$ cat src/rtl/mips_fetch_buffer.sv
// Instruction fetch stage for the multicycle MIPS core: issues word-addressed
// fetches to instruction memory and feeds the core from a small prefetch queue.
module mips_fetch_buffer #(
   parameter int unsigned       DEPTH    = 2,
   parameter int unsigned       ADDR_W   = 32,
   parameter logic [ADDR_W-1:0] RESET_PC = '0
) (
   input  logic                    clk,
   input  logic                    rst,
   input  logic                    redirect,
   input  logic [ADDR_W-1:0]       redirect_pc,
   output logic                    imem_req,
   output logic [ADDR_W-1:0]       imem_addr,
   input  logic                    imem_ack,
   input  logic [31:0]             imem_rdata,
   output logic                    inst_valid,
   output logic [ADDR_W-1:0]       inst_pc,
   output logic [31:0]             inst_data,
   input  logic                    inst_ready,
   output logic [$clog2(DEPTH):0]  count,
   output logic [1:0]              state_dbg
);

   // Handshakes: memory transfers on imem_req & imem_ack, with imem_addr held
   // while imem_req waits; the core consumes the head on inst_valid & inst_ready.

   localparam int unsigned PW = $clog2(DEPTH);
   localparam int unsigned CW = PW + 1;
   localparam logic [CW-1:0] FULL = CW'(DEPTH);

   typedef enum logic [1:0] {
      S_IDLE = 2'd0,
      S_REQ  = 2'd1,
      S_DROP = 2'd2
   } state_t;

   state_t            state_q, state_d;
   logic [ADDR_W-1:0] fetch_pc_q, fetch_pc_d;
   logic [ADDR_W-1:0] addr_q, addr_d;
   logic [PW-1:0]     wr_ptr_q, wr_ptr_d;
   logic [PW-1:0]     rd_ptr_q, rd_ptr_d;
   logic [CW-1:0]     count_q, count_d, count_nxt;
   logic [ADDR_W-1:0] pc_mem   [DEPTH];
   logic [31:0]       data_mem [DEPTH];
   logic              push, pop, has_room;

   assign has_room  = count_q < FULL;
   assign push      = (state_q == S_REQ) && imem_ack && !redirect;
   assign pop       = (count_q != '0) && inst_ready;
   assign count_nxt = count_q + CW'(push) - CW'(pop);

   always_ff @(posedge clk) begin
      if (rst) state_q <= S_IDLE;
      else     state_q <= state_d;
   end

   always_comb begin
      state_d = state_q;
      case (state_q)
         S_IDLE: if (!redirect && has_room) state_d = S_REQ;
         S_REQ: begin
            if (redirect)                               state_d = imem_ack ? S_IDLE : S_DROP;
            else if (imem_ack && (count_nxt == FULL))   state_d = S_IDLE;
         end
         S_DROP: if (imem_ack) state_d = S_IDLE;
         default: state_d = S_IDLE;
      endcase
   end

   always_comb begin
      imem_req  = (state_q != S_IDLE);
      state_dbg = state_q;
   end

   // A redirect flushes the queue and wins over any same-cycle push or pop.
   always_comb begin
      fetch_pc_d = fetch_pc_q;
      addr_d     = addr_q;
      wr_ptr_d   = wr_ptr_q;
      rd_ptr_d   = rd_ptr_q;
      count_d    = count_q;
      if (redirect)  fetch_pc_d = redirect_pc;
      else if (push) fetch_pc_d = fetch_pc_q + ADDR_W'(1);
      if ((state_q == S_IDLE) && !redirect && has_room) addr_d = fetch_pc_q;
      else if (push)                                     addr_d = fetch_pc_q + ADDR_W'(1);
      if (redirect) begin
         wr_ptr_d = '0;
         rd_ptr_d = '0;
         count_d  = '0;
      end else begin
         if (push) wr_ptr_d = wr_ptr_q + PW'(1);
         if (pop)  rd_ptr_d = rd_ptr_q + PW'(1);
         count_d = count_nxt;
      end
   end

   always_ff @(posedge clk) begin
      if (rst) begin
         fetch_pc_q <= RESET_PC;
         addr_q     <= RESET_PC;
         wr_ptr_q   <= '0;
         rd_ptr_q   <= '0;
         count_q    <= '0;
      end else begin
         fetch_pc_q <= fetch_pc_d;
         addr_q     <= addr_d;
         wr_ptr_q   <= wr_ptr_d;
         rd_ptr_q   <= rd_ptr_d;
         count_q    <= count_d;
      end
   end

   always_ff @(posedge clk) begin
      if (!rst && push) begin
         pc_mem[wr_ptr_q]   <= fetch_pc_q;
         data_mem[wr_ptr_q] <= imem_rdata;
      end
   end

   always_ff @(posedge clk) begin
      if (!rst) assert (!(push && (count_q == FULL)));
   end

   assign imem_addr  = addr_q;
   assign inst_valid = (count_q != '0);
   assign inst_pc    = pc_mem[rd_ptr_q];
   assign inst_data  = data_mem[rd_ptr_q];
   assign count      = count_q;

endmodule

$ cat config.mk
export PLATFORM = sky130hd
export DESIGN_NAME = mips_fetch_buffer
export DESIGN_NICKNAME = d
export VERILOG_FILES = /design/src/rtl/mips_fetch_buffer.sv
export SDC_FILE = /design/constraint.sdc
export NUM_CORES = 1
export LEC_CHECK = 0
export CORE_ASPECT_RATIO = 1.75
export CORE_MARGIN = 4
export CORE_UTILIZATION = 49
export CTS_BUF_LIST = sky130_fd_sc_hd__clkbuf_2
export CTS_CLUSTER_SIZE = 12
export DETAILED_ROUTE_END_ITERATION = 10
export GPL_TIMING_DRIVEN = 1
export PLACE_DENSITY_LB_ADDON = 0.1
export SYNTH_ARGS = -nofsm -noshare
export SYNTH_HDL_FRONTEND = slang
export SYNTH_SLANG_ARGS = --single-unit
$ cat constraint.sdc
create_clock -name clk -period 7.35 [get_ports clk]
set_input_delay 1.1025 -clock clk [delete_from_list [all_inputs] [get_ports clk]]
set_output_delay 1.1025 -clock clk [all_outputs]
set_load 0.1 [all_outputs]
Word level (Yosys, flattened, before mapping)

Memory sizes are Yosys's and may differ from the RTL's. A register that Yosys moved wholly into a read port is not among the register bits.
Index checks and enable logic that the tools add are counted.

Reductions and logical operators: 17
Magnitude comparators: 1
Equality and inequality tests: 6
Add/subtract/negate cells: 5
Mux-type cells: 15

Operators by type and width:

| kind                    | count |
|---|---|
| $mux W32                | 3 |
| $add A32 B1 Y32 const B | 1 |
| $mux W2                 | 5 |
| $logic_and A1 B1 Y1     | 8 |
| $reduce_bool A2 Y1      | 4 |
| $mux W1                 | 6 |
| $pmux W2 S3             | 1 |
| $eq A2 B2 Y1 const B    | 2 |
| $ne A2 B2 Y1 const B    | 2 |
| $ne A3 B2 Y1 const B    | 1 |
| $reduce_and A3 Y1       | 1 |
| $add A1 B1 Y1 const B   | 2 |
| $add A2 B1 Y2           | 1 |
| $eq A2 B1 Y1 const B    | 1 |
| $logic_not A1 Y1        | 2 |
| $logic_not A2 Y1        | 1 |
| $lt A2 B2 Y1 const B    | 1 |
| $reduce_or A2 Y1        | 1 |
| $sub A2 B1 Y2           | 1 |

Word-level logic and storage cells: 52
Output and inout port bits: 102
Register bits: 70
Memories kept: 2
Bits in writable memories: 128

Memories:

| name     | words | bits a word | read ports | clocked after memory_dff | wr ports | RTL line | RTL |
|---|---|---|---|---|---|---|---|
| data_mem | 2     | 32          | 1          | 1                        | 1        | 44       | `logic [31:0] data_mem [DEPTH];` |
| pc_mem   | 2     | 32          | 1          | 1                        | 1        | 43       | `logic [ADDR_W-1:0] pc_mem [DEPTH];` |

Longest topological paths before layout

Word-level depth: 10
Gate-level depth with buffers: 13

Least setup slack after synthesis

OpenSTA, ideal clock, no wires.

Kind: flip-flop to flip-flop
Start: register state_q[0] (netlist: state_dbg[0])
End: memory data_mem[0][0], enable pin
Arrival time: 4588 ps
Stages on the path, launching flop included: 6
Setup slack: 2275 ps
Buffers on the path: 2
Cells stage by stage: dfxtp_1 and3b_1 clkbuf_1 nand2_1 clkbuf_1 nor2_1

Longest elaborated chain between the ends: 6

Ends and longest elaborated chain:

| element                           | RTL line | RTL |
|---|---|---|
| start: declaration                | 37       | `state_t state_q, state_d;` |
| start signal: assignment          | 54       | `else state_q <= state_d;` |
| $eq A2 B1 Y1                      | 48       | `assign push = (state_q == S_REQ) && imem_ack && !redirect;` |
| $logic_and A1 B1 Y1 (2 in series) | 48       |  |
| $logic_and A1 B1 Y1               | 114      | `if (!rst && push) begin` |
| $mux W1                           | 114      |  |
| $mux W1 (implied by the code)     | 116      | `data_mem[wr_ptr_q] <= imem_rdata;` |
| end: declaration                  | 44       |  |

No other way between the ends.

==> summary.md <==
| Metric | Value |
|---|---|
| Hpwl dp | `13900 µm` |
| Routed Antenna Nets | `0` |
| # clock sinks | `199` |
| Seq pwr share | `60.6%` |
| Unrepaired setup endpoints after global routing | `false` |
| Die width | `108 µm` |
| Synthesized cell area | `8550 µm²` |
| Crit path max fanout | `64` |
| Place WS | `2.40 ns` |
| CTS clock-pin slew for the worst setup and hold paths | `0.34 ns` |
| CTS Hold Bufs | `0` |
| IO Pins | `171` |
| Final min period | `4.35 ns` |
| Startpoint class of the critical path | `flip-flop` |
| Fmax | `0.230 GHz` |
| Sequential cell area | `5270 µm²` |
| Power Internal | `1.46 mW` |
| Footprint of the multi-input gates | `3020 µm²` |
| Status | `finished, final reports clean` |
| CP max stage delay | `1.16 ns` |
| Drt wl/cell | `18.8 µm` |
| Synth warn | `0` |
| Max rail drop VDD | `0.109 mV` |
| Slew margin rel. | `14.4%` |
| Worst Hold Class | `reg -> reg` |
| Post-cts resize count | `0` |
| Core Box Area | `17000 µm²` |
| Kind of end point of the critical path | `primary output` |
| Clock tree from TritonCTS | `yes` |
| Fin area | `10600 µm²` |
| DRT Pass-1 Iters | `6` |
| Actual slew at the worst max-slew pin | `1.28 ns` |
| First-pass GRT wire length | `32000 µm` |
| Worst-path cell chain | `buf_4 > mux2_2 > clkdlybuf4s50_1` |
| Die Height | `183 µm` |
| Initial antenna violation count | `1` |
| Total gr overflow | `0` |
| Sequential area share after synthesis | `61.6%` |
| Switching power total | `0.616 mW` |
| Synthesized instance count | `695` |
| Cts bufs inserted | `17` |
| Ys async rst share | `0%` |
| Final setup vio count | `0` |
| Max Clock Skew | `0.0561 ns` |
| Clock Root Buffer | `clkbuf_2` |
| Synth cell types | `52` |
| Synth Flop Type | `edfxtp_1` |
| Post-CTS setup repair buffer count | `0` |
| Clk buf depth | `2` |
| Slowest cell on the critical path | `clkdlybuf4s50_1` |
| Share of cells above drive strength 1 | `14.2%` |
| Mean Syn Cell Area | `12.3 µm²` |
| DR iter-0 viols | `330` |
| Insertion delay to the later sink of the worst-skew pair | `0.77 ns` |
| Yosys reg bits | `199` |
| Routed vias/inst | `5.72` |
| Placed Area | `10400 µm²` |
| Clock power share | `27.1%` |
| Vias in the first global route | `6093` |
| WP data arrival | `3.24 ns` |
| P&R area growth vs syn | `24.4%` |
| Placer Congestion | `0.889` |
| Leak | `3.51 nW` |
| Pin count of the biggest net entering global routing | `70` |
| CTS H-Tree Depth | `4` |
| Post-Syn Nets | `767` |
| Via Count | `6127` |
| Switching portion of total power | `29.7%` |
| Hold WS | `0.501 ns` |
| Critical path data required time | `6.25 ns` |
| GRT Util Overall | `20.7%` |
| Final WL | `20200 µm` |
| Tcrit/Tclk final | `59.1%` |
| Fill count | `1373` |
| Final setup margin | `3.00 ns` |
| Initial Util | `50.2%` |
| Fin nets | `903` |
| Number of port buffers | `170` |
| Crit Path Category | `reg -> out` |
| DRC | `0` |
| Sum Neg Setup Slack | `0 ns` |
| Power Dens Cells | `195 nW/µm²` |
| Fin. Hold Viols | `0` |
| Max-cap violations | `0` |
| Post-synth EDFFs | `128` |
| Core Rows | `63` |
| Comb pwr share | `12.3%` |
| Die area | `19700 µm²` |
| Final slew viol count | `0` |
final timing paths:
kind	startpoint	slack, ns	to	depth (start not counted)
max	flip-flop	3.00	inst_pc[12]	3
min	imem_addr[0]	0.50	imem_addr[0]	2
max reg2reg	state_dbg[1]	3.97	state_dbg[0]	10
min reg2reg	imem_addr[0]	0.50	imem_addr[0]	2
routing by layer:
metal  routed length [µm]  part of all wire (%)  up-vias  global-route usage, %
met4                  533                   2.6        0                   7.99
met2                10600                    52      257                   36.0
li1                     -                     -     2884                      -
met3                 1410                   7.0       48                   4.83
met5                    0                     0        -                      0
met1                 7640                    38     2938                   24.6
critical path, delay by kind of cell, from the launching register on:
family,cells,cell delay (ns)
buf+inv,2,1.76
mux,1,0.29
flops,1,0.38
per-stage QoR:
stage                     utilization (%)  std cells  power (mW)
after floorplan                         -        695        1.44
after global placement               60.8       1039        1.53
after detailed placement             60.8       1039        1.53
after CTS                            62.5       1071        2.09
after global routing                 62.5       1072        2.16
final                                62.5       1072        2.07
cell usage after synthesis, drive strengths merged, types with 2 or more instances:
cell type,number,area share (%)
edfxtp,128,45
dfxtp,71,17
mux2,64,8.4
nor2,57,2.5
clkbuf,45,2.0
nand2,35,1.5
a21oi,32,1.9
xnor2,22,2.3
nor4,21,2.2
nand4,20,1.5
xor2,20,2.0
a211oi,19,1.7
o21ai,17,1.0
buf,16,1.0
a22oi,15,1.3
nand3,14,0.88
nor3,13,0.76
o22ai,12,0.88
and3,9,0.66
inv,7,0.31
mux2i,7,0.82
or3,6,0.44
a221oi,5,0.51
a31oi,5,0.37
and2,4,0.29
nor3b,4,0.35
and4,3,0.31
ha,3,0.44
nand3b,3,0.26
or2,3,0.22
a222oi,2,0.23
a311oi,2,0.20
or4,2,0.22
area by class of cell:
cell class | count | area share [%]
inverter | 7 | 0.247
multi-input combinational | 428 | 28.4
tap | 227 | 2.67
sequential | 199 | 49.5
antenna | 1 | 0.0235
timing repair buffer | 178 | 16.5
clock inverter | 15 | 1.88
clock buffer | 17 | 0.800
cell usage in the layout, fill, tap and decap left out, types with 13 or more instances in the layout:
cell type,synthesis,layout
clkbuf_2,3,17
a22oi_1,15,15
clkdlybuf4s50_1,0,169
nand2_1,35,35
nor3_1,13,13
xor2_1,20,20
nand3_1,13,13
xnor2_1,22,22
nand4_1,19,19
nor2_1,57,55
o21ai_0,17,17
dfxtp_1,71,70
a211oi_1,19,19
nor4_1,16,16
a21oi_1,32,32
edfxtp_1,128,128
mux2_2,64,64
sequential cells by signal (all words and copies together) (netlist names), named ones only:
name        flops
rd_ptr_q        1
fetch_pc_q     32
state_dbg       2
wr_ptr_q        1
count           2
pc_mem         64
data_mem       64
imem_addr      32
power groups by stage:
stage	logic [mW]	clock network [mW]	registers, mW
after detailed placement	0.254	0	1.28
after floorplan	0.125	0	1.32
after global placement	0.252	0	1.28
after CTS	0.255	0.585	1.25
final	0.255	0.562	1.26
after global routing	0.269	0.633	1.26
cell families after synthesis:
family / share of synthesized area, %
xor gates and xnor gates: 4.30
DFF: 61.6
buffers and inverters: 3.35
AOI/OAI and AO/OA: 8.72
and+or+nand+nor: 12.4
muxes: 9.25
adders and majority gates: 0.439
No activity file was read; power rests on OpenSTA's default activity.
